**src/rtl/dw_mode_ctrl.sv**
```systemverilog
// dw_mode_ctrl: watch UI sequencer, button debounce, mode FSM, datapath strobes.
// Define DW_AUTOREPEAT_EN to add set-button auto-repeat in the edit modes.
module dw_mode_ctrl #(
  parameter logic [19:0] DEBOUNCE_CYCLES = 20'd500000,
  parameter logic [7:0]  TIMEOUT_S       = 8'd30,
  parameter logic [7:0]  HOLD_S          = 8'd2
) (
  input  logic       clk,
  input  logic       rst,
  input  logic       mode,
  input  logic       set,
  input  logic       tick_1hz,
  output logic [2:0] mode_state,
  output logic       inc_hours,
  output logic       inc_minutes,
  output logic       alm_inc_hours,
  output logic       alm_inc_min,
  output logic       alarm_en,
  output logic       sw_run,
  output logic       sw_clear,
  output logic       blink
);

  typedef enum logic [2:0] {
    ST_TIME    = 3'd0,
    ST_SET_HR  = 3'd1,
    ST_SET_MIN = 3'd2,
    ST_ALM_HR  = 3'd3,
    ST_ALM_MIN = 3'd4,
    ST_SW      = 3'd5
  } state_e;

  state_e          state_q, state_d;
  logic [1:0]      raw;
  logic [1:0]      db_q, db_d;
  logic [1:0]      prev_q;
  logic [1:0]      lock_q, lock_d;
  logic [1:0][19:0] cnt_q, cnt_d;
  logic [1:0]      press;
  logic            mode_p, set_p;
  logic [4:0]      stb_q, stb_d;
  logic            alarm_q, alarm_d;
  logic            run_q, run_d;
  logic [7:0]      idle_q, idle_d;
  logic            blink_q, blink_d;
  logic            edit;
  logic            timeout;
  logic            rep;

  assign raw     = {set, mode};
  // lock_q masks presses from a button still held when reset ended
  assign press   = db_q & ~prev_q & ~lock_q;
  assign mode_p  = press[0];
  assign set_p   = press[1];
  assign edit    = (state_q == ST_SET_HR) || (state_q == ST_SET_MIN) ||
                   (state_q == ST_ALM_HR) || (state_q == ST_ALM_MIN);
  assign timeout = edit && (idle_q >= TIMEOUT_S);

  function automatic state_e next_mode(input state_e s);
    unique case (s)
      ST_TIME:    next_mode = ST_SET_HR;
      ST_SET_HR:  next_mode = ST_SET_MIN;
      ST_SET_MIN: next_mode = ST_ALM_HR;
      ST_ALM_HR:  next_mode = ST_ALM_MIN;
      ST_ALM_MIN: next_mode = ST_SW;
      default:    next_mode = ST_TIME;
    endcase
  endfunction

  // strobe bit order: {inc_hours, inc_minutes, alm_inc_hours, alm_inc_min, sw_clear}
  function automatic logic [4:0] inc_stb(input state_e s);
    unique case (s)
      ST_SET_HR:  inc_stb = 5'b10000;
      ST_SET_MIN: inc_stb = 5'b01000;
      ST_ALM_HR:  inc_stb = 5'b00100;
      ST_ALM_MIN: inc_stb = 5'b00010;
      default:    inc_stb = 5'b00000;
    endcase
  endfunction

  // per-button debounce: accept a new level after it differs long enough
  always_comb begin
    db_d   = db_q;
    cnt_d  = '0;
    lock_d = lock_q & raw;
    for (int i = 0; i < 2; i++) begin
      if (raw[i] != db_q[i]) begin
        if (cnt_q[i] == DEBOUNCE_CYCLES - 20'd1) begin
          db_d[i] = raw[i];
        end else begin
          cnt_d[i] = cnt_q[i] + 20'd1;
        end
      end
    end
  end

`ifdef DW_AUTOREPEAT_EN
  logic [7:0] hold_q, hold_d;

  // count held-set ticks; once past HOLD_S every tick repeats the increment
  always_comb begin
    hold_d = hold_q;
    rep    = 1'b0;
    if (!db_q[1] || mode_p || !edit || timeout) begin
      hold_d = '0;
    end else if (tick_1hz) begin
      if (hold_q >= HOLD_S) begin
        rep = !set_p;
      end else begin
        hold_d = hold_q + 8'd1;
      end
    end
  end

  // hold counter register
  always_ff @(posedge clk) begin
    if (rst) hold_q <= '0;
    else     hold_q <= hold_d;
  end
`else
  logic unused_hold;
  assign unused_hold = ^HOLD_S;
  assign rep         = 1'b0;
`endif

  // mode FSM next state, strobes, levels, idle timer and blink
  always_comb begin
    state_d = state_q;
    stb_d   = '0;
    alarm_d = alarm_q;
    run_d   = run_q;
    idle_d  = idle_q;
    blink_d = blink_q;
    if (timeout) begin
      state_d = ST_TIME;
    end else if (mode_p && set_p && state_q == ST_SW) begin
      stb_d[0] = 1'b1;
      run_d    = 1'b0;
    end else if (mode_p) begin
      state_d = next_mode(state_q);
    end else if (set_p) begin
      if (state_q == ST_TIME)    alarm_d = ~alarm_q;
      else if (state_q == ST_SW) run_d   = ~run_q;
      else                       stb_d   = inc_stb(state_q);
    end else if (rep) begin
      stb_d = inc_stb(state_q);
    end
    if (state_d != state_q || mode_p || set_p || rep) begin
      idle_d = '0;
    end else if (edit && tick_1hz) begin
      idle_d = idle_q + 8'd1;
    end
    if (state_d != state_q || !edit) begin
      blink_d = 1'b0;
    end else if (tick_1hz) begin
      blink_d = ~blink_q;
    end
  end

  // state register
  always_ff @(posedge clk) begin
    if (rst) begin
      state_q <= ST_TIME;
      db_q    <= '0;
      prev_q  <= '0;
      lock_q  <= 2'b11;
      cnt_q   <= '0;
      stb_q   <= '0;
      alarm_q <= 1'b0;
      run_q   <= 1'b0;
      idle_q  <= '0;
      blink_q <= 1'b0;
    end else begin
      state_q <= state_d;
      db_q    <= db_d;
      prev_q  <= db_q;
      lock_q  <= lock_d;
      cnt_q   <= cnt_d;
      stb_q   <= stb_d;
      alarm_q <= alarm_d;
      run_q   <= run_d;
      idle_q  <= idle_d;
      blink_q <= blink_d;
    end
  end

  assign mode_state    = state_q;
  assign inc_hours     = stb_q[4];
  assign inc_minutes   = stb_q[3];
  assign alm_inc_hours = stb_q[2];
  assign alm_inc_min   = stb_q[1];
  assign sw_clear      = stb_q[0];
  assign alarm_en      = alarm_q;
  assign sw_run        = run_q;
  assign blink         = blink_q;

endmodule

```
**config.mk**
```make
export PLATFORM = sky130hd
export DESIGN_NAME = dw_mode_ctrl
export DESIGN_NICKNAME = d
export VERILOG_FILES = /design/src/rtl/dw_mode_ctrl.sv
export SDC_FILE = /design/constraint.sdc
export NUM_CORES = 1
export LEC_CHECK = 0
export ABC_AREA = 1
export BUFFER_PORTS_ARGS = -buffer_cell sky130_fd_sc_hd__buf_4
export CORE_MARGIN = 1
export CORE_UTILIZATION = 37
export CTS_CLUSTER_DIAMETER = 60
export DETAILED_ROUTE_END_ITERATION = 10
export GPL_ROUTABILITY_DRIVEN = 0
export PLACE_DENSITY_LB_ADDON = 0.3
export SYNTH_ARGS = -nofsm -noshare
export SYNTH_HDL_FRONTEND = slang
export SYNTH_SLANG_ARGS = --single-unit
```
**constraint.sdc**
```tcl
create_clock -name clk -period 3.76 [get_ports clk]
set_input_delay 0.564 -clock clk [delete_from_list [all_inputs] [get_ports clk]]
set_output_delay 0.564 -clock clk [all_outputs]
set_load 0.03 [all_outputs]
```
; ---- Word level (Yosys, flattened, before mapping)
; Cells that the tools add are included.
[op_classes]
add_sub_neg = 3
order_cmp = 1
eq_ne = 12
n_mux = 15
bitwise = 14
reduce_logical = 24
[ops]
columns = op, count
row1 = 20-bit by 1-bit adder with 20-bit output (second input constant), 2
row2 = 20-bit by 19-bit == test with 1-bit output (second input constant), 2
row3 = 5-bit case mux with 4 select lines, 1
row4 = 3-bit case mux with 5 select lines, 1
row5 = 1-bit two-way mux, 10
row6 = 5-bit AND reduction, 2
row7 = 3-bit two-way mux, 3
row8 = 1-bit NOT, 9
row9 = 8-bit by 1-bit adder with 8-bit output (second input constant), 1
row10 = 8-bit by 5-bit >= comparator with 1-bit output (second input constant), 1
row11 = 7-bit OR reduction, 1
row12 = 2-bit AND, 3
row13 = 3-bit by 2-bit == test with 1-bit output (second input constant), 2
row14 = 3-bit == test (second input constant), 2
row15 = 1-bit logical OR, 6
row16 = 2-bit OR reduction, 3
row17 = 3-bit OR reduction, 2
row18 = 1-bit logical AND, 4
row19 = 2-bit NOT, 2
row20 = 2-bit AND reduction, 2
row21 = 2-bit nonzero test, 2
row22 = 3-bit by 1-bit == test with 1-bit output (second input constant), 1
row23 = 3-bit zero test, 1
row24 = 3-bit != test, 1
row25 = other kinds (4), 5
[word_totals]
reg_bits = 65
input_bits = 5
output_inout_bits = 11

; ---- Logic depth before layout (Yosys ltp)
[logic_depth]
ltp_word = 11
depth_mapped = 12

; ---- Worst setup path after synthesis
; No wires, ideal clock.
[synth_path]
path_type = register to register
from = reg state_q[1], in the netlist mode_state[1]
to = reg idle_q[5]
setup_time_ns = 0.072
t_arrival_ns = 1.400
slack_ns = 2.288
stages_incl_launch_ff = 9
synth_period_minus_slack_ns = 1.472
cell_sequence = dfxtp_1 > buf_4 > o21ai_2 > nand2_4 > nand2_4 > nor2_4 > nand2_1 > or2_0 > a21oi_1
[synth_via]
elab_chain_len = 10
word_cells_on_any_way = 20
[synth_rtl]
columns = item, line_no
row1 = start: declaration, 33  ; state_e state_q, state_d;
row2 = start signal: assignment, 174  ; state_q <= state_d;
row3 = branches (longest 10 deep; another with 3-bit case mux with 5 select lines), n/a
row4 = end signal: assignment, 182  ; idle_q <= idle_d;
row5 = end: declaration, 44  ; logic [7:0] idle_q, idle_d;
; Parallel ways; which one is timed is not known.
; A chain may end at the register's enable or synchronous reset.

; ---- Final worst setup path
[layout_path]
from = reg state_q[1], in the netlist mode_state[1]
to = out mode_state[1]
[layout_lines]
columns = item, line_no
row1 = end: declaration, 13  ; output logic [2:0] mode_state,
; No word-level cell between the ends.

==> results.toml <==
[floorplan]
die_height_um = 95.8
dieWidth_um = 95.8
floorplan.initialDensity_pct = 38.9
top_level_ports = 16
row_count = 33
core-area_um2 = 8380
fp.dieArea_um2 = 9180

[sta]
timing.final.max_slew_violations = 0
fin_hold_ws_ps = 426
finClkSkew_ps = 7.84
slew_headroom_pct = 68.7
finalWorstPathRequiredPeriod_ps = 1770
timing.final.crit_share_pct = 47.2
grt_setup_unrepaired = "no"
report.final.setup_viol = 0
finalHoldViolCount = 0
maxClockFrequency_mhz = 564
setup_ws_final_ps = 1990
worstMarginPinSlew_ps = 468
setup_tns_final_ps = 0

[placed_design]
post_dp_cell_area_um2 = 3460
post-place-ws_ps = 1950
placed_wire_length_estimate_um = 4660
dpl.cell_count = 572
io_buffers = 15

[clock_network]
clock_tree_from_tritoncts = "built"
tritoncts.num_buffers = 9
clock-sinks = 65
post_cts_hold_buffer_count = 0
cts_setup_buffers = 0
clk_path_buf_depth = 2
cts_max_level = 3
post_cts_resize_count = 0
cts_root_buffer = "sky130_fd_sc_hd__clkbuf_8"
clk_pin_slew_ps = 80
worstSkewPairLatency_ps = 340

[detailed_routing]
initialDrtViolationCount = 103
drt-total-wl_um = 6390
drt-wirelength-per-cell_um = 10.9
dr.pass1.iters = 4
num_vias = 2803
drt-vias-per-instance = 4.77
drc = 0
antenna_violating_nets_post_route = 0

[synth]
ys_warn_count = 0
synth_cell_types = 32
mappedNetlistNets = 465
synth_sequential_area_ratio_pct = 40.0
ys_seq_elements = 65
postSynthCellCount = 456
synth.cell_area_um2 = 3260
synth_area_per_cell_um2 = 7.14

[job]
timing.max_cap.violations = 0

[run_status]
run_status = "finished clean"

[critical_path]
cp-start-kind = "register"
crit_buf_inv = 1
critical-path-max-stage-delay_ps = 620
worstPathMaxFanout = 9
crit_family = "flip-flops"
crit_chain = "buf_4"
cp-end-kind = "primary output"
worst-endpoint-required_ps = 3200
crit_slowest_cell = "sky130_fd_sc_hd__dfxtp_1"
crit_type = "reg2out"
worstPathArrival_ps = 1210

[global_routing]
grtUsageTotal_pct = 15.3
grt_pass1_vias = 2565
globalRoute.totalOverflow = 0
antenna_violations_before_repair = 0
grt_max_degree = 20
grt_pass1_wl_um = 11100

[final_layout]
layout.cells.most_common_list = "sky130_fd_sc_hd__nand2_1, sky130_fd_sc_hd__nor2_1, sky130_fd_sc_hd__dfxtp_1"
nets = 487
area_delta_synth_final_pct = 13.3
drive_above_1_share_pct = 13.9
final_cell_count_no_fill = 588
fin_area_um2 = 3690
mostFrequentLayoutCell = "sky130_fd_sc_hd__nand2_1"
num_antenna_cells = 0

[power]
cellPowerDensity_nw_per_um2 = 377
peakVddDrop_mv = 0.170
leak_pwr_uw = 0.00140

[hold_path]
holdCritPathClass = "in2reg"
-- cells by family after synthesis --
group	synth area share, %
compound gates	5.80
xor+xnor	3.76
fa+ha+maj	1.54
buf+inv	8.53
flops	40.0
simple gates	40.4
-- cell type report --
class | instances | area, um^2
Multi-Input combinational cell | 323 | 1680
Fill cell | 872 | 4690
Sequential cell | 65 | 1300
Clock inverter | 7 | 101
Clock buffer | 9 | 124
Tap cell | 105 | 131
Timing Repair Buffer | 15 | 113
Inverter | 64 | 240
-- worst paths after layout --
| path | endpoint | slack [ps] | cells after the start | startpoint |
|---|---|---|---|---|
| setup / recovery | mode_state[1] | 1990 | 1 | mode_state[1] |
| hold / removal | prev_q[1] | 430 | 2 | rst |
| setup reg to reg | cnt_q[13] | 2020 | 8 | cnt_q[0] |
| hold reg to reg | cnt_q[20] | 450 | 1 | cnt_q[20] |
-- power breakdown --
group	internal [uW]	switching (uW)	leakage [uW]
Clock	379	292	0.000106
Sequential	691	3.07	0.000525
Combinational	7.52	16.9	0.000773
Total	1080	312	0.00140
-- state kept, by name, indices dropped and copies added (netlist names) --
register	flops
alarm_en	1
prev_q	2
idle_q	8
stb_q	5
cnt_q	40
db_q	2
mode_state	3
sw_run	1
lock_q	2
blink	1
-- cells in the mapped netlist --
master	number	area, um^2
sky130_fd_sc_hd__o21bai_1	1	7.51
sky130_fd_sc_hd__buf_6	2	22.5
sky130_fd_sc_hd__inv_1	58	218
sky130_fd_sc_hd__nor2_8	1	20.0
sky130_fd_sc_hd__dfxtp_1	65	1300
sky130_fd_sc_hd__nor4_1	3	18.8
sky130_fd_sc_hd__nand2_4	4	45.0
sky130_fd_sc_hd__nand4_1	15	93.8
sky130_fd_sc_hd__xnor2_1	2	17.5
sky130_fd_sc_hd__or2_0	3	18.8
sky130_fd_sc_hd__nand3b_1	2	15.0
sky130_fd_sc_hd__nor3_2	5	50.1
sky130_fd_sc_hd__nor2_2	6	37.5
sky130_fd_sc_hd__nor2_4	3	33.8
sky130_fd_sc_hd__xor2_1	12	105
sky130_fd_sc_hd__nand3_1	30	150
sky130_fd_sc_hd__or2_2	1	6.26
sky130_fd_sc_hd__a21oi_1	24	120
sky130_fd_sc_hd__nor3b_2	4	50.1
sky130_fd_sc_hd__nand2_2	4	25.0
sky130_fd_sc_hd__nand4_2	1	12.5
sky130_fd_sc_hd__buf_4	2	15.0
sky130_fd_sc_hd__o21ai_2	1	8.76
sky130_fd_sc_hd__nor3_1	18	90.1
sky130_fd_sc_hd__nor3b_1	3	22.5
sky130_fd_sc_hd__o21ai_0	7	35.0
sky130_fd_sc_hd__o211ai_1	1	7.51
sky130_fd_sc_hd__nor2_1	68	255
sky130_fd_sc_hd__nand2_1	99	372
sky130_fd_sc_hd__ha_1	4	50.1
sky130_fd_sc_hd__inv_2	6	22.5
sky130_fd_sc_hd__o211a_1	1	10.0
-- routing by layer --
| metal | up-vias | track usage [%] | part of all wire, % |
|---|---|---|---|
| met1 | 1254 | 18.9 | 50 |
| met4 | 0 | 6.97 | 1.4 |
| met2 | 43 | 24.9 | 46 |
| met5 | - | 0 | 0 |
| li1 | 1497 | - | - |
| met3 | 9 | 4.11 | 3.0 |
-- worst register-to-register path: stages, from the launching register on --
cell                      delay [ps]
sky130_fd_sc_hd__dfxtp_1         440
sky130_fd_sc_hd__ha_1            220
sky130_fd_sc_hd__nand3_1         140
sky130_fd_sc_hd__inv_1            80
sky130_fd_sc_hd__nand4_1         160
sky130_fd_sc_hd__nand2_2         330
sky130_fd_sc_hd__inv_1           140
sky130_fd_sc_hd__nand3_1          90
sky130_fd_sc_hd__inv_1            40
-- through the flow --
stage          total power, uW  utilization (%)
2_1_floorplan              727                -
3_5_place_dp               735             41.3
3_3_place_gp               735             41.3
6_report                  1390             44.0
5_1_grt                   1440             44.0
4_1_cts                   1410             44.0
Note: power is estimated with default switching activity, not from simulation.
